===== src/rtl/xpt2046_pkg.sv =====
// ---------------------------------------------------------------------------
// xpt2046_pkg
// Shared definitions for the XPT2046 touch-controller emulator:
//   - default channel codes answered with the X, Y and Z1 sample inputs
//   - control-byte layout (S=7, A=6:4, MODE=3, SER/DFR=2, PD=1:0)
//   - command-engine state encoding and frame length constants
//   - helpers that build the output shift word and (optionally) add noise
// Optional feature macro: XPT_EMU_NOISE_EN (enables the noise helper).
// ---------------------------------------------------------------------------
package xpt2046_pkg;

    localparam logic [2:0] CH_X  = 3'b101;
    localparam logic [2:0] CH_Y  = 3'b001;
    localparam logic [2:0] CH_Z1 = 3'b011;

    localparam int CMD_BITS = 8;    // control byte length, start bit included
    localparam int SAMPLE_W = 12;   // conversion result width
    localparam int DOUT_W   = 16;   // output shift register width

    // Control byte, MSB first: S, A2..A0, MODE, SER/DFR, PD1..PD0.
    typedef struct packed {
        logic       start;
        logic [2:0] addr;
        logic       mode;
        logic       ser_dfr;
        logic [1:0] pd;
    } xpt_cmd_t;

    typedef enum logic [1:0] {
        ST_IDLE = 2'd0,
        ST_CMD  = 2'd1,
        ST_BUSY = 2'd2
    } xpt_state_e;

    // MODE=0 shifts out 12 bits, MODE=1 only the top 8; the rest is zero fill.
    function automatic logic [DOUT_W-1:0] dout_word(input logic [SAMPLE_W-1:0] sample,
                                                    input logic                mode);
        if (mode)
            return {sample[11:4], 8'h00};
        else
            return {sample, 4'h0};
    endfunction

`ifdef XPT_EMU_NOISE_EN
    localparam logic [15:0] LFSR_SEED = 16'hACE1;

    // Adds a signed -4..+3 offset and clamps to the 12-bit conversion range.
    function automatic logic [SAMPLE_W-1:0] add_noise(input logic [SAMPLE_W-1:0] sample,
                                                      input logic [2:0]          noise);
        logic signed [13:0] sum;
        sum = $signed({2'b00, sample}) + $signed({{11{noise[2]}}, noise});
        if (sum < 14'sd0)
            return 12'h000;
        else if (sum > 14'sd4095)
            return 12'hFFF;
        else
            return sum[11:0];
    endfunction
`endif

endpackage


===== src/rtl/xpt_sync_edge.sv =====
// ---------------------------------------------------------------------------
// xpt_sync_edge
// Two-flop synchronizer for an asynchronous SPI pin, followed by a registered
// rise/fall detector.
//   clk, rst_n : system clock, asynchronous active-low reset
//   async_in   : raw pin
//   level      : synchronized level (2 clk after the pin)
//   rise, fall : one-clk pulses, 3 clk after the pin edge
// RST_VAL is the idle level of the pin so that reset release does not
// produce a spurious edge.
// ---------------------------------------------------------------------------
module xpt_sync_edge #(
    parameter logic RST_VAL = 1'b0
) (
    input  logic clk,
    input  logic rst_n,
    input  logic async_in,
    output logic level,
    output logic rise,
    output logic fall
);

    logic [1:0] sync_reg;
    logic       prev_reg;
    logic       rise_reg;
    logic       fall_reg;

    always_ff @(posedge clk or negedge rst_n) begin
        if (!rst_n) begin
            sync_reg <= {2{RST_VAL}};
            prev_reg <= RST_VAL;
            rise_reg <= 1'b0;
            fall_reg <= 1'b0;
        end else begin
            sync_reg <= {sync_reg[0], async_in};
            prev_reg <= sync_reg[1];
            rise_reg <= sync_reg[1] & ~prev_reg;
            fall_reg <= ~sync_reg[1] & prev_reg;
        end
    end

    assign level = sync_reg[1];
    assign rise  = rise_reg;
    assign fall  = fall_reg;

endmodule


===== src/rtl/xpt2046_emu.sv =====
// ---------------------------------------------------------------------------
// xpt2046_emu
// SPI responder that behaves like an XPT2046 touch controller so that a
// touch-controller master can be exercised without a panel.
//   clk, rst_n           : system clock, asynchronous active-low reset
//   spi_cs_n/sclk/mosi   : SPI pins from the master (asynchronous)
//   spi_miso, _oe        : DOUT and its output enable (enable only while CS low)
//   pen_irq_n            : PENIRQ, registered inverse of touch_pressed
//   touch_pressed        : 1 = panel touched
//   x_val, y_val, z_val  : samples returned for the X, Y and Z1 channels
//   conv_pulse           : one-clk pulse per accepted control byte
//   last_cmd             : most recent complete control byte
//   conv_count           : accepted-command counter (wraps)
// Optional feature macro: XPT_EMU_NOISE_EN adds LFSR noise (-4..+3, clamped)
// to each snapshot sample; without it samples are returned unchanged.
// ---------------------------------------------------------------------------
module xpt2046_emu
    import xpt2046_pkg::*;
#(
    parameter logic [2:0] X_CH  = CH_X,
    parameter logic [2:0] Y_CH  = CH_Y,
    parameter logic [2:0] Z1_CH = CH_Z1
) (
    input  logic        clk,
    input  logic        rst_n,
    input  logic        spi_cs_n,
    input  logic        spi_sclk,
    input  logic        spi_mosi,
    output logic        spi_miso,
    output logic        spi_miso_oe,
    output logic        pen_irq_n,
    input  logic        touch_pressed,
    input  logic [11:0] x_val,
    input  logic [11:0] y_val,
    input  logic [11:0] z_val,
    output logic        conv_pulse,
    output logic [7:0]  last_cmd,
    output logic [15:0] conv_count
);

    // ---------------- input conditioning ----------------
    logic sclk_level, sclk_rise, sclk_fall;
    logic cs_level, cs_rise, cs_fall;
    logic [1:0] mosi_sync_reg;
    logic       mosi_s;

    xpt_sync_edge #(.RST_VAL(1'b0)) u_sync_sclk (
        .clk      (clk),
        .rst_n    (rst_n),
        .async_in (spi_sclk),
        .level    (sclk_level),
        .rise     (sclk_rise),
        .fall     (sclk_fall)
    );

    xpt_sync_edge #(.RST_VAL(1'b1)) u_sync_cs (
        .clk      (clk),
        .rst_n    (rst_n),
        .async_in (spi_cs_n),
        .level    (cs_level),
        .rise     (cs_rise),
        .fall     (cs_fall)
    );

    // Only the SCLK edges and the CS level drive the logic.
    logic unused_sync;
    assign unused_sync = ^{sclk_level, cs_rise, cs_fall};

    // MOSI only needs a level; it is stable for many clk around each rise.
    always_ff @(posedge clk or negedge rst_n) begin
        if (!rst_n)
            mosi_sync_reg <= 2'b00;
        else
            mosi_sync_reg <= {mosi_sync_reg[0], spi_mosi};
    end
    assign mosi_s = mosi_sync_reg[1];

    // ---------------- command engine ----------------
    xpt_state_e state_reg, state_next;
    logic [2:0] bitcnt_reg, bitcnt_next;
    logic [7:0] cmd_sr_reg, cmd_sr_next;
    xpt_cmd_t   cmd_byte;       // cmd_sr with the current MOSI bit merged in
    logic       cmd_done;       // 8th rise: control byte complete
    logic       busy_load;      // BUSY rise: load the output shift register

    always_ff @(posedge clk or negedge rst_n) begin
        if (!rst_n) begin
            state_reg  <= ST_IDLE;
            bitcnt_reg <= 3'd0;
            cmd_sr_reg <= 8'h00;
        end else begin
            state_reg  <= state_next;
            bitcnt_reg <= bitcnt_next;
            cmd_sr_reg <= cmd_sr_next;
        end
    end

    always_comb begin
        state_next  = state_reg;
        bitcnt_next = bitcnt_reg;
        cmd_sr_next = cmd_sr_reg;
        cmd_done    = 1'b0;
        busy_load   = 1'b0;
        // Bits land at their final position, so the byte is complete on the
        // 8th rise without a trailing shift.
        cmd_byte    = cmd_sr_reg;
        cmd_byte[3'd7 - bitcnt_reg] = mosi_s;

        if (cs_level) begin
            state_next  = ST_IDLE;
            bitcnt_next = 3'd0;
        end else if (sclk_rise) begin
            case (state_reg)
                ST_IDLE: begin
                    if (mosi_s) begin
                        state_next  = ST_CMD;
                        bitcnt_next = 3'd1;
                        cmd_sr_next = 8'h80;
                    end
                end
                ST_CMD: begin
                    cmd_sr_next = cmd_byte;
                    if (bitcnt_reg == 3'(CMD_BITS - 1)) begin
                        cmd_done    = 1'b1;
                        bitcnt_next = 3'd0;
                        state_next  = ST_BUSY;
                    end else begin
                        bitcnt_next = bitcnt_reg + 3'd1;
                    end
                end
                ST_BUSY: begin
                    // MOSI is ignored here; a new start bit is only
                    // recognised from IDLE on a later rise.
                    busy_load  = 1'b1;
                    state_next = ST_IDLE;
                end
                default: state_next = ST_IDLE;
            endcase
        end
    end

    // ---------------- sample selection ----------------
    logic [SAMPLE_W-1:0] sample_sel;
    logic [SAMPLE_W-1:0] sample_next;

    always_comb begin
        sample_sel = 12'h000;
        if (cmd_byte.addr == X_CH)
            sample_sel = x_val;
        else if (cmd_byte.addr == Y_CH)
            sample_sel = y_val;
        else if (cmd_byte.addr == Z1_CH)
            sample_sel = z_val;
    end

`ifdef XPT_EMU_NOISE_EN
    logic [15:0] lfsr_reg;

    // Fibonacci LFSR, taps 16,15,13,4; one step per accepted command. The
    // current value's low bits are used before stepping.
    always_ff @(posedge clk or negedge rst_n) begin
        if (!rst_n)
            lfsr_reg <= LFSR_SEED;
        else if (cmd_done)
            lfsr_reg <= {lfsr_reg[14:0], lfsr_reg[15] ^ lfsr_reg[14] ^ lfsr_reg[12] ^ lfsr_reg[3]};
    end

    assign sample_next = add_noise(sample_sel, lfsr_reg[2:0]);
`else
    assign sample_next = sample_sel;
`endif

    // ---------------- datapath / outputs ----------------
    logic [SAMPLE_W-1:0] snapshot_reg;
    logic                mode_reg;
    xpt_cmd_t            last_cmd_reg;
    logic [15:0]         conv_count_reg;
    logic                conv_pulse_reg;
    logic [DOUT_W-1:0]   dout_sr_reg;
    logic                miso_reg;
    logic                miso_oe_reg;
    logic                pen_irq_n_reg;

    always_ff @(posedge clk or negedge rst_n) begin
        if (!rst_n) begin
            snapshot_reg   <= '0;
            mode_reg       <= 1'b0;
            last_cmd_reg   <= '0;
            conv_count_reg <= 16'd0;
            conv_pulse_reg <= 1'b0;
            dout_sr_reg    <= '0;
            miso_reg       <= 1'b0;
            miso_oe_reg    <= 1'b0;
            pen_irq_n_reg  <= 1'b1;
        end else begin
            conv_pulse_reg <= cmd_done;
            pen_irq_n_reg  <= ~touch_pressed;
            miso_oe_reg    <= ~cs_level;

            if (cmd_done) begin
                last_cmd_reg   <= cmd_byte;
                conv_count_reg <= conv_count_reg + 16'd1;
                snapshot_reg   <= sample_next;
                mode_reg       <= cmd_byte.mode;
            end

            // Counter, last_cmd and snapshot survive CS high; the shifter
            // does not. A BUSY load may interrupt a word still shifting out.
            if (cs_level) begin
                dout_sr_reg <= '0;
                miso_reg    <= 1'b0;
            end else if (busy_load) begin
                dout_sr_reg <= dout_word(snapshot_reg, mode_reg);
            end else if (sclk_fall) begin
                miso_reg    <= dout_sr_reg[DOUT_W-1];
                dout_sr_reg <= {dout_sr_reg[DOUT_W-2:0], 1'b0};
            end
        end
    end

    assign spi_miso    = miso_reg;
    assign spi_miso_oe = miso_oe_reg;
    assign pen_irq_n   = pen_irq_n_reg;
    assign conv_pulse  = conv_pulse_reg;
    assign last_cmd    = last_cmd_reg;
    assign conv_count  = conv_count_reg;

endmodule


===== config.mk =====
export PLATFORM = sky130hd
export DESIGN_NAME = xpt2046_emu
export DESIGN_NICKNAME = d
export VERILOG_FILES = /design/src/rtl/xpt2046_pkg.sv /design/src/rtl/xpt_sync_edge.sv /design/src/rtl/xpt2046_emu.sv
export SDC_FILE = /design/constraint.sdc
export NUM_CORES = 1
export LEC_CHECK = 0
export BUFFER_PORTS_ARGS = -buffer_cell sky130_fd_sc_hd__buf_4
export CAP_MARGIN = 40
export CORE_ASPECT_RATIO = 2
export CORE_MARGIN = 4
export CORE_UTILIZATION = 30
export CTS_CLUSTER_SIZE = 10
export DETAILED_ROUTE_END_ITERATION = 10
export GPL_TIMING_DRIVEN = 0
export HOLD_SLACK_MARGIN = 0.15
export PLACE_DENSITY_LB_ADDON = 0.05
export SYNTH_ARGS = -nofsm -noshare
export SYNTH_HDL_FRONTEND = slang
export SYNTH_SLANG_ARGS = --single-unit

===== constraint.sdc =====
create_clock -name clk -period 2 [get_ports clk]
set_input_delay 0.4 -clock clk [delete_from_list [all_inputs] [get_ports clk]]
set_output_delay 0.4 -clock clk [all_outputs]
set_load 0.005 [all_outputs]

# == After elaboration in Yosys (flattened, before gate mapping) ==
# Index checks and enable logic that the tools add are counted.
# word_totals
elab_cells,85
inputBits,42
register_bits,78
# op_classes
n_eq_ne,10
order_cmp,2
bitwise,6
reduce_logical,11
add_sub_neg,3
muxes,32
# op_table
operator,n
16-bit 2-to-1 mux,3
12-bit 2-to-1 mux,3
"16-bit by 1-bit adder with 16-bit output, second input constant",1
8-bit 2-to-1 mux,2
8-bit case mux with 2 select lines,1
3-bit 2-to-1 mux,4
1-bit 2-to-1 mux,11
8-bit bitwise mux,1
2-bit 2-to-1 mux,4
"3-bit equality test, second input constant",2
"3-bit by 2-bit inequality test with 1-bit output, second input constant",2
3-bit case mux with 2 select lines,1
3-bit AND reduction,2
2-bit nonzero test,3
3-bit nonzero test,2
"3-bit by 4-bit < comparator with 1-bit output, second input constant",1
1-bit inverter,4
2-bit case mux with 2 select lines,1
4-bit AND reduction,1
"3-bit by 1-bit adder with 3-bit output, second input constant",1
1-bit demux with 3-bit select,1
"3-bit by 1-bit equality test with 1-bit output, second input constant",1
"3-bit by 2-bit equality test with 1-bit output, second input constant",1
"3-bit by 1-bit >= comparator with 1-bit output, second input constant",1
other kinds (9),10

# == Longest topological paths before layout ==
# Gate-level depths: netlist of run 1.
# depth
depth_word,10
depth_mapped,8
depth_no_buf,8

# == Cells and area by module ==
# From an unflattened synthesis of run 1, not the netlist that was laid out.
# hier_totals
cells_unflattened,302
area_unflattened_um2,3494.6
# modules_own_cells
mod,instances,area_per_inst_um2,cells_each
xpt2046_emu,1,3210.6,288
xpt_sync_edge at u_sync_cs,1,143.9,7
xpt_sync_edge at u_sync_sclk,1,140.1,7

# == Worst setup path before layout of run 1 ==
# No wires, ideal clock.
# synth_timing
kind,reg2reg
start,register bitcnt_reg[1]
end,register snapshot_reg[11]
path_slack_ns,0.089
t_arrival_ns,1.784
n_path_buf,1
required_time_ns,1.873
path_stages_with_launch,7
path_cell_list,dfrtp_1 > buf_6 > nor3b_4 > mux2i_2 > mux2_2 > a221oi_1 > nor2_1
# synth_between
elab_chain_cells,10
word_cells_on_any_way,18
classes_between,add/sub (1); order compare (2); eq/ne (4); mux (10); reduce/logical (1)
# synth_rtl
element,line,text
from (decl),xpt2046_emu.sv:80,"logic [2:0] bitcnt_reg, bitcnt_next;"
from (signal assigned),xpt2046_emu.sv:93,bitcnt_reg <= bitcnt_next;
3-bit subtractor,xpt2046_emu.sv:107,cmd_byte[3'd7 - bitcnt_reg] = mosi_s;
3-bit by 4-bit < comparator with 1-bit output (not written as such) / 3-bit by 1-bit >= comparator with 1-bit output (equally long branches),xpt2046_emu.sv:107,
1-bit logical AND (not written as such),xpt2046_emu.sv:107,
1-bit 2-to-1 mux (not written as such),xpt2046_emu.sv:107,
1-bit demux with 3-bit select,xpt2046_emu.sv:107,
8-bit bitwise mux,xpt2046_emu.sv:107,
3-bit by 2-bit equality test with 1-bit output,xpt2046_emu.sv:152,else if (cmd_byte.addr == Z1_CH)
12-bit 2-to-1 mux,xpt2046_emu.sv:152,
12-bit 2-to-1 mux,xpt2046_emu.sv:150,else if (cmd_byte.addr == Y_CH)
12-bit 2-to-1 mux,xpt2046_emu.sv:148,if (cmd_byte.addr == X_CH)
to (signal assigned),xpt2046_emu.sv:203,snapshot_reg <= sample_next;
to (decl),xpt2046_emu.sv:174,logic [SAMPLE_W-1:0] snapshot_reg;
# Parallel ways exist; a longest one is shown, timed or not.
# A chain may end at the register's enable or synchronous reset.

# == Final worst setup path of run 1 ==
# layout_timing
start,register bitcnt_reg[2]
end,register snapshot_reg[11]
# The elaborated chain is that of the path after synthesis.

==> impl_metrics.yaml, run 1 <==
finish:
  largest_reg_flops: 16
  nets: 461
  fin_cells: 563
  synthToLayoutAreaGrowth_pct: 38.2
  diodes: 0
  drive_gt1_frac: 0.349
critical_path:
  crit_path_end: "snapshot_reg[11]"
  cp_cell_sequence: "buf_6 > nor3b_4 > mux2i_4 > buf_6 > mux2_4 > a221oi_2 > nor2_1"
  r2r_slack_ns: 0.03
  path_class: "flip-flop to flip-flop"
  path_depth: 7
  cp.arrival_ns: 2.18
  end_kind: "flip-flop"
  crit_top_cell: "buf_6"
  cp.required_ns: 2.21
  cp.buffers_inverters: 2
  r2r-end: "snapshot_reg[11]"
  crit_start: "bitcnt_reg[2]"
  cp_max_fo: 6
  startpoint_type: "flip-flop"
  r2r_start: "bitcnt_reg[2]"
  cp_slowest_cell: "dfrtp_1"
  max_stage_delay_ns: 0.40
  reg2regPathDepth: 7
  critPathTopFamily: "multiplexers"
clock_network:
  cts_tree: "yes"
  clock_sinks: 74
  clock_latency_ns: 0.33
  cts_buffers: 9
  cts_max_path_buffers: 2
  root_buffer: "clkbuf_16"
  clk_pin_slew_ns: 0.06
  htreeDepth: 3
global_routing:
  grt_pass1_vias: 2783
  use_met2: 0.284
  grt_pass1_wl_um: 15900
  grt_max_degree: 60
  grt.busiest_layer: "met2"
  antenna_found_initial: 0
  grt_remaining_overflow: 0
  grt_usage: 0.153
  met3_usage: 0.0325
  grtUsageMet1: 0.169
synthesis:
  postSynthAreaPerCell_sq_um: 10.9
  synth_ff_type: "dfrtp_1"
  synth_cells: 318
  yosysTopAreaCellShare: 0.512
  ys_async_sr_fraction: 1.00
  synth-seq-cells: 74
  ys_seq_area_frac: 0.535
  yosysWarnings: 0
  synth_nets: 363
  synth.area.top_cells: "dfrtp_1 51%, mux2i_1 4.6%, nand2_1 4.1%, xnor2_1 3.3%, nor2_1 3.0%"
  synth_area_sq_um: 3470
  synth_edf_count: 0
  yosysTopAreaCell: "dfrtp_1"
  synth.distinct_cells: 47
power:
  p_leak_nw: 2.25
  clock_power_share: 0.495
  vdd_drop_max_mv: 0.406
  seq_power_share: 0.437
  switching_share: 0.211
  finalPower_mw: 3.51
  p_comb_frac: 0.068
  power_density_nw_per_um2: 733
  switchingPower_mw: 0.741
  p_int_mw: 2.77
place:
  gp_congestion: 0.777
  portBuffers: 69
  dp_slack_ns: -0.330
  placedCellCount: 530
  post-dp-hpwl_um: 7120
drt:
  totalWireLength_um: 9880
  wl_per_cell_um: 17.5
  drtIter0Drc: 106
  first_pass_iters: 4
  ant_nets: 0
  route.detailed.drc: 0
  vias_per_cell: 4.77
  via_count: 2685
sta:
  finalHoldViolations: 0
  fin_crit_ns: 1.97
  fin_crit_sh: 0.986
  fmax_mhz: 507
  fin_skew_ns: 0.00815
  worst_pin_slew_ns: 0.626
  drv_slew: 0
  max_slew_margin: 0.583
  whs_ns: 0.172
  worst_slack_ns: 0.0289
  tns_ns: 0
  setup_viol: 0
  rsz0062_at_grt: "true"
worst_hold_path:
  hp-class: "input pin to flip-flop"
floorplanning:
  io_pins: 70
  die_height_um: 160
  die-width_um: 84.0
  die_area_sq_um: 13400
  initial_utilization: 0.307
  core-area_sq_um: 11300
  rows: 55
status:
  status: "completed"
job:
  cap_viol_max_count: 0
==> metal layers <==
metal	routed length, um	part of all wire
met1	3710	0.38
met2	5540	0.56
met3	435	0.044
met4	195	0.020
met5	0	0
==> worst reg2reg max path, delay by kind of cell (launching register included) <==
family                 cells  cell delay [ns]
muxes                      2             0.63
DFF                        1             0.40
and+or+nand+nor            2             0.30
buffers and inverters      2             0.29
AOI/OAI and AO/OA          1             0.23
==> worst min-delay path by stage <==
stage	start	to	slack, ns	depth (start not counted)
global route	spi_cs_n	u_sync_cs.sync_reg[0]	0.16	1
finish	touch_pressed	pen_irq_n	0.17	2
detailed placement	rst_n	conv_count[15]	0.28	1
floorplan	rst_n	bitcnt_reg[0]	0.10	0
global placement	mosi_sync_reg[0]	mosi_sync_reg[1]	0.33	0
CTS	touch_pressed	pen_irq_n	0.16	2
==> cells in the mapped netlist (2+ instances only) <==
| cell | instances |
|---|---|
| dfrtp_1 | 71 |
| nand2_1 | 38 |
| nor2_1 | 28 |
| o21ai_0 | 17 |
| mux2i_1 | 16 |
| inv_1 | 14 |
| xnor2_1 | 13 |
| a22oi_1 | 10 |
| a211oi_1 | 8 |
| a21oi_1 | 8 |
| mux2_2 | 8 |
| o221ai_1 | 8 |
| clkbuf_1 | 7 |
| nand3_1 | 6 |
| buf_6 | 5 |
| nand4_1 | 5 |
| nor3b_1 | 5 |
| nor2b_1 | 4 |
| buf_2 | 3 |
| buf_4 | 3 |
| dfstp_2 | 3 |
| ha_1 | 3 |
| nand3b_1 | 3 |
| nor3_1 | 3 |
| a221oi_1 | 2 |
| mux2i_2 | 2 |
| nand2b_1 | 2 |
| nor4_4 | 2 |
| or3_1 | 2 |
| xor2_1 | 2 |
==> cells in the final DEF, fill, tap and decap left out, types with 2 or more instances in the layout <==
master       n
nor2b_1      4
mux2_4       3
mux2_2       5
dfstp_2      3
a22oi_1     10
xor2_1       2
ha_1         2
nor4_4       2
clkbuf_4     2
nor2_1      28
buf_4       84
o221ai_2     7
nand2b_1     2
a21oi_1      8
dfrtp_1     71
nand3b_1     3
a221oi_2     3
clkinvlp_4   2
nand4_1      5
nand3_1      6
bufinv_16    2
nor3b_1      5
clkbuf_16    9
xnor2_1     13
a211oi_1     8
buf_6        9
mux2i_4      2
o21ai_0     17
mux2i_1     16
inv_1       14
nand2_1     37
clkbuf_1     8
==> through the flow <==
step / utilization / instance area [sq um]
after floorplan: - / 3470
after global placement: 0.369 / 4160
after detailed placement: 0.371 / 4190
after CTS: 0.412 / 4650
after global routing: 0.425 / 4790
final: 0.425 / 4790
==> power groups by stage <==
stage / sequential, mW / clock (mW) / combinational (mW)
6_report: 1.53 / 1.74 / 0.237
4_1_cts: 1.53 / 1.80 / 0.232
5_1_grt: 1.54 / 1.86 / 0.262
2_1_floorplan: 1.56 / 0 / 0.0837
3_5_place_dp: 1.56 / 0 / 0.214
3_3_place_gp: 1.56 / 0 / 0.207
==> repair_timing <==
item,CTS,global route
setup buffers,7,9
cloned,0,1
hold buffers,1,0
hold endpoints to repair,13,0
resized for setup,11,20
pin swaps,4,11
endpoints found under the setup margin,29,27
==> cells by family (layout without fill, tap and decap cells) <==
| family | count (synthesis) | count (layout) | synth area share |
|---|---|---|---|
| AOI/OAI and AO/OA | 60 | 60 | 0.118 |
| and+or+nand+nor | 107 | 107 | 0.167 |
| buffers and inverters | 33 | 136 | 0.0509 |
| muxes | 26 | 26 | 0.0801 |
| DFF | 74 | 74 | 0.535 |
| adders and majority gates | 3 | 3 | 0.0108 |
| xor gates and xnor gates | 15 | 15 | 0.0379 |
==> area by class of cell <==
cell class                 count  area (sq um)
tap                          142           178
fill                        1137          6490
multi-input combinational    211          1550
timing repair buffer          87           703
buffer                        19           133
sequential                    74          1860
clock buffer                  12           246
clock inverter                 4          75.1
inverter                      14          52.6
No activity file was read; power rests on OpenSTA's default activity.
==> inputs of run 2 (changes only) <==
Settings changed: CORE_UTILIZATION 30 to 26.
==> run 2 against run 1 <==
Sequential share of layout area fell by 0.61 points; register-to-register slack barely moved; sequential power barely moved; fmax rose by 0.26%.
==> impl_metrics.yaml, run 2 (synthesized netlist as in run 1, its figures left out) <==
finish:
  drive_gt1_frac: 0.355
  synthToLayoutAreaGrowth_pct: 40.4
  largest_reg_flops: 16
  final_cell_mix: "86 x buf_4, 71 x dfrtp_1, 37 x nand2_1"
  nets: 462
  final_common_cell: "buf_4"
  fillers: 1289
  diodes: 0
  design_area_sq_um: 4870
global_routing:
  grt_pass1_vias: 2855
  grt_max_degree: 62
  grt_remaining_overflow: 0
  grt_usage: 0.139
  grt_pass1_wl_um: 15600
  antenna_found_initial: 0
clock_network:
  cts_max_path_buffers: 2
  root_buffer: "clkbuf_16"
  clk_pin_slew_ns: 0.06
  cts_buffers: 9
  clock_latency_ns: 0.34
  htreeDepth: 3
  cts_tree: "yes"
  clock_sinks: 74
critical_path:
  end_kind: "flip-flop"
  r2r_start: "bitcnt_reg[1]"
  path_class: "flip-flop to flip-flop"
  cp.required_ns: 2.22
  cp_max_fo: 5
  r2r_slack_ns: 0.03
  r2r-end: "snapshot_reg[0]"
  startpoint_type: "flip-flop"
  reg2regPathDepth: 7
  cp.arrival_ns: 2.19
floorplanning:
  die_height_um: 171
  die-width_um: 89.7
  die_area_sq_um: 15400
  rows: 59
  io_pins: 70
  initial_utilization: 0.265
  core-area_sq_um: 13100
sta:
  finalHoldViolations: 0
  rsz0062_at_grt: "true"
  fin_skew_ns: 0.00714
  worst_slack_ns: 0.0341
  max_slew_margin: 0.595
  setup_viol: 0
  fmax_mhz: 509
  fin_crit_sh: 0.983
  worst_pin_slew_ns: 0.607
  drv_slew: 0
  fin_crit_ns: 1.97
worst_hold_path:
  hp-start: "spi_sclk"
  hold_depth: 1
  hp-class: "input pin to flip-flop"
  hold_end: "u_sync_sclk.sync_reg[0]"
place:
  dp_slack_ns: -0.362
  dpl_cell_area_sq_um: 4200
  gp_congestion: 0.745
  portBuffers: 69
  post-dp-hpwl_um: 7260
drt:
  first_pass_iters: 4
  ant_nets: 0
  vias_per_cell: 4.72
  route.detailed.drc: 0
  wl_per_cell_um: 17.5
  via_count: 2708
  totalWireLength_um: 10100
  drtIter0Drc: 59
power:
  p_leak_nw: 2.28
  vdd_drop_max_mv: 0.384
  finalPower_mw: 3.69
  power_density_nw_per_um2: 759
status:
  status: "completed"
job:
  cap_viol_max_count: 0
[run 2: cell types whose count changed in the layout (fill, tap and decap cells not counted), sizes merged]
cell         change
dlygate4sd3      +1
clkinvlp         -1
bufinv           +1
[run 2: worst max-delay path, stage by stage, from the launching register on]
cell and delay (ns):
dfrtp_1 0.39, buf_6 0.14, nor3b_4 0.23, mux2i_4 0.29, buf_4 0.16, mux2_2 0.35, a221oi_2 0.22, nor2_1 0.07
[run 2: power breakdown]
| group | internal (mW) | switching (mW) |
|---|---|---|
| sequential | 1.52 | 0.0154 |
| combinational | 0.123 | 0.115 |
| clock | 1.29 | 0.634 |
| total | 2.93 | 0.764 |
[run 2: worst max path at each step]
| stage | cells after the start | endpoint | slack, ns | startpoint |
|---|---|---|---|---|
| floorplan | 6 | snapshot_reg[11] | 0.09 | bitcnt_reg[1] |
| CTS | 7 | snapshot_reg[10] | -0.009 | bitcnt_reg[0] |
| detailed placement | 7 | last_cmd[1] | -0.36 | bitcnt_reg[0] |
| global placement | 7 | last_cmd[1] | -0.32 | bitcnt_reg[0] |
| finish | 7 | snapshot_reg[0] | 0.03 | bitcnt_reg[1] |
| global route | 7 | conv_count[12] | -0.03 | bitcnt_reg[0] |
[run 2: what timing repair did]
action / 4_1_cts / 5_1_grt
endpoints found under the hold margin: 14 / 0
pin swaps: 3 / 10
hold buffers: 2 / 0
gates cloned: 0 / 1
setup endpoints to repair: 30 / 34
resized for setup: 13 / 14
buffers inserted: 8 / 7
[run 2: cell type report]
| type | count | area, sq um | share of cell area |
|---|---|---|---|
| Clock buffer | 12 | 256 | 0.0527 |
| Clock inverter | 4 | 97.6 | 0.0201 |
| Sequential cell | 74 | 1860 | 0.381 |
| Timing Repair Buffer | 88 | 728 | 0.150 |
| Inverter | 14 | 52.6 | 0.0108 |
| Tap cell | 152 | 190 | 0.0391 |
| Multi-Input combinational cell | 211 | 1550 | 0.319 |
| Buffer | 19 | 134 | 0.0275 |
[run 2: per-stage QoR]
step	cells	setup TNS, ns	hold slack, ns	util
5_1_grt	574	-0.0839	0.154	0.372
4_1_cts	566	-0.0147	0.153	0.361
3_5_place_dp	540	-5.99	0.271	0.322
2_1_floorplan	318	0	0.104	-
6_report	574	0	0.168	0.372
3_3_place_gp	539	-5.47	0.334	0.320
[run 2: metal layers]
layer / track usage / vias up / share of wire
met5: 0 / - / 0
met4: 0.0622 / 0 / 0.029
met3: 0.0321 / 13 / 0.042
met2: 0.243 / 66 / 0.54
met1: 0.154 / 1317 / 0.39
li1: - / 1312 / -
==> inputs of run 3 (changes only) <==
Settings changed: ABC_AREA set to 1, CELL_PAD_IN_SITES_DETAIL_PLACEMENT set to 1, CELL_PAD_IN_SITES_GLOBAL_PLACEMENT set to 1.
==> run 3 against run 2 <==
Routed wire length up 18%; highest routed layer unchanged; sequential power up 3%; largest cell class unchanged; via count is 23% higher; first-iteration DRC count is 47% higher; non-clock buffer count down 14; final cell count grew 27%; clock power about the same; global-route usage up 1.7 points; critical endpoint is now last_cmd[1]; synthesized cell count increased by 42%; fmax rose by 6.8%; power rose by 8.7%; critical path type unchanged; critical path depth is the same.
==> impl_metrics.yaml, run 3 <==
status:
  status: "completed"
synthesis:
  synth_ff_type: "dfrtp_1"
  yosysWarnings: 0
  yosysTopAreaCellShare: 0.479
  synth_top_family_by_area: "simple AND/OR/NAND/NOR gates"
  synth_fa_ha_area_frac: 0.0101
  synthTopCellsByCount: "112 x nand2_1, 71 x dfrtp_1, 50 x nor2_1"
  synth.distinct_cells: 31
  synth-seq-cells: 74
  synth_area_sq_um: 3710
  yosysMostFrequentCell: "nand2_1"
  ys_async_sr_fraction: 1.00
  synth_xor_area_frac: 0.0212
  synth_compound_area_frac: 0.0947
  synth_cells: 450
  synth_nets: 495
  synth_edf_count: 0
  yosys.area_share.simple: 0.299
  yosysTopAreaCell: "dfrtp_1"
  synthMuxAreaShare: 0
  synth.area.top_cells: "dfrtp_1 48%, nand2_1 11%, nand4_1 6.4%, nor2_1 5.1%, o21ai_0 4.9%"
  ys_seq_area_frac: 0.500
  postSynthAreaPerCell_sq_um: 8.25
power:
  p_leak_nw: 2.34
  power_density_nw_per_um2: 825
  vdd_drop_max_mv: 0.414
global_routing:
  grt_pass1_wl_um: 19400
  grt_remaining_overflow: 0
  grt_usage: 0.156
  grt_max_degree: 46
  antenna_found_initial: 0
  grt_pass1_vias: 3647
clock_network:
  cts_tree: "yes"
  post_cts_buffers: 0
  cts_max_path_buffers: 2
  root_buffer: "clkbuf_16"
  clock_latency_ns: 0.34
  clock_sinks: 74
  clk_pin_slew_ns: 0.06
  htreeDepth: 3
  cts_buffers: 9
finish:
  largest_reg_flops: 16
  synthToLayoutAreaGrowth_pct: 31.2
  utilization: 0.349
  drive_gt1_frac: 0.239
  final_common_cell: "nand2_1"
  fillers: 1685
  final_cell_mix: "112 x nand2_1, 71 x dfrtp_1, 70 x buf_4"
  nets: 579
  diodes: 0
job:
  cap_viol_max_count: 0
sta:
  rsz0062_at_grt: "false"
  whs_ns: 0.167
  fin_crit_sh: 0.920
  max_slew_margin: 0.602
  fin_skew_ns: 0.00556
  finalHoldViolations: 0
  fmax_mhz: 543
  fin_crit_ns: 1.84
  worst_pin_slew_ns: 0.596
  drv_slew: 0
  setup_viol: 0
critical_path:
  max_stage_delay_ns: 0.52
  cp.arrival_ns: 2.05
  cp_cell_sequence: "ha_1 > nand3_2 > nor2_8 > inv_1 > clkbuf_1 > nand2_1 > o21ai_0"
  cp_max_fo: 10
  cp_slowest_cell: "dfrtp_1"
  critPathTopFamily: "flip-flops"
  end_kind: "flip-flop"
  startpoint_type: "flip-flop"
  cp.required_ns: 2.21
  path_class: "flip-flop to flip-flop"
  cp.buffers_inverters: 2
floorplanning:
  die_height_um: 177
  io_pins: 70
  core-area_sq_um: 14000
  initial_utilization: 0.266
  rows: 61
  die_area_sq_um: 16400
  die-width_um: 92.5
drt:
  ant_nets: 0
  first_pass_iters: 4
  route.detailed.drc: 0
  drtIter0Drc: 87
  totalWireLength_um: 11900
  via_count: 3326
  wl_per_cell_um: 16.3
  vias_per_cell: 4.57
place:
  portBuffers: 69
  post-dp-hpwl_um: 9270
  gp_congestion: 0.746
worst_hold_path:
  hp-class: "input pin to flip-flop"
[run 3: kinds of logic after synthesis]
logic type                 after synthesis
and+or+nand+nor                        240
DFF                                     74
xor gates and xnor gates                 9
buffers and inverters                   63
adders and majority gates                3
AOI/OAI and AO/OA                       61
[run 3: final cells by class]
type / count / area [sq um] / share of cell area
sequential: 74 / 1860 / 0.381
multi-input combinational: 313 / 1580 / 0.324
timing repair buffer: 73 / 576 / 0.118
tap: 189 / 236 / 0.0486
clock buffer: 10 / 229 / 0.0470
inverter: 43 / 161 / 0.0332
buffer: 20 / 119 / 0.0244
clock inverter: 6 / 115 / 0.0236
[run 3: final timing paths]
check                      slack, ns                       to  cells after the start               startpoint
min                             0.17  u_sync_sclk.sync_reg[0]                      1                 spi_sclk
max reg2reg                     0.16              last_cmd[1]                      7            bitcnt_reg[2]
min reg2reg                     0.35  u_sync_sclk.sync_reg[1]                      0  u_sync_sclk.sync_reg[0]
max                             0.16              last_cmd[1]                      7            bitcnt_reg[2]
min in group asynchronous       0.55            cmd_sr_reg[1]                      2                    rst_n
max in group asynchronous       0.81    u_sync_cs.sync_reg[0]                      3                    rst_n
[run 3: timing repair]
item | in CTS | in global routing
resized for setup | 1 | 0
hold buffers | 2 | 1
endpoints found under the hold margin | 29 | 1
setup endpoints to repair | 2 | 0
[run 3: worst register-to-register path, cell delays in order (launching register included)]
cell	delay [ns]
dfrtp_1	0.52
ha_1	0.28
nand3_2	0.14
nor2_8	0.21
inv_1	0.12
clkbuf_1	0.24
nand2_1	0.12
o21ai_0	0.08
[run 3: metrics by stage]
| step | setup WS [ns] | setup TNS [ns] | power (mW) | area [sq um] | instances |
|---|---|---|---|---|---|
| after floorplan | 0.437 | 0 | 1.91 | 3710 | 450 |
| after global placement | -0.00993 | -0.00993 | 2.13 | 4470 | 708 |
| after detailed placement | -0.0381 | -0.0381 | 2.15 | 4490 | 709 |
| after CTS | 0.114 | 0 | 4.08 | 4860 | 727 |
| after global routing | 0.00914 | 0 | 4.21 | 4870 | 728 |
| final | 0.159 | 0 | 4.02 | 4870 | 728 |
[run 3: per-layer routing]
| layer | GRT usage | vias to the layer above | wire length [um] |
|---|---|---|---|
| met4 | 0.0533 | 0 | 223 |
| met5 | 0 | - | 0 |
| li1 | - | 1655 | - |
| met2 | 0.289 | 61 | 6600 |
| met1 | 0.175 | 1597 | 4680 |
| met3 | 0.0294 | 13 | 375 |
[run 3: where the power goes]
part	internal [mW]	leakage, nW	total (mW)	switching, mW
clock network	1.22	0.163	1.90	0.673
logic	0.177	1.24	0.541	0.364
registers	1.54	0.938	1.58	0.0346
total	2.94	2.34	4.02	1.07
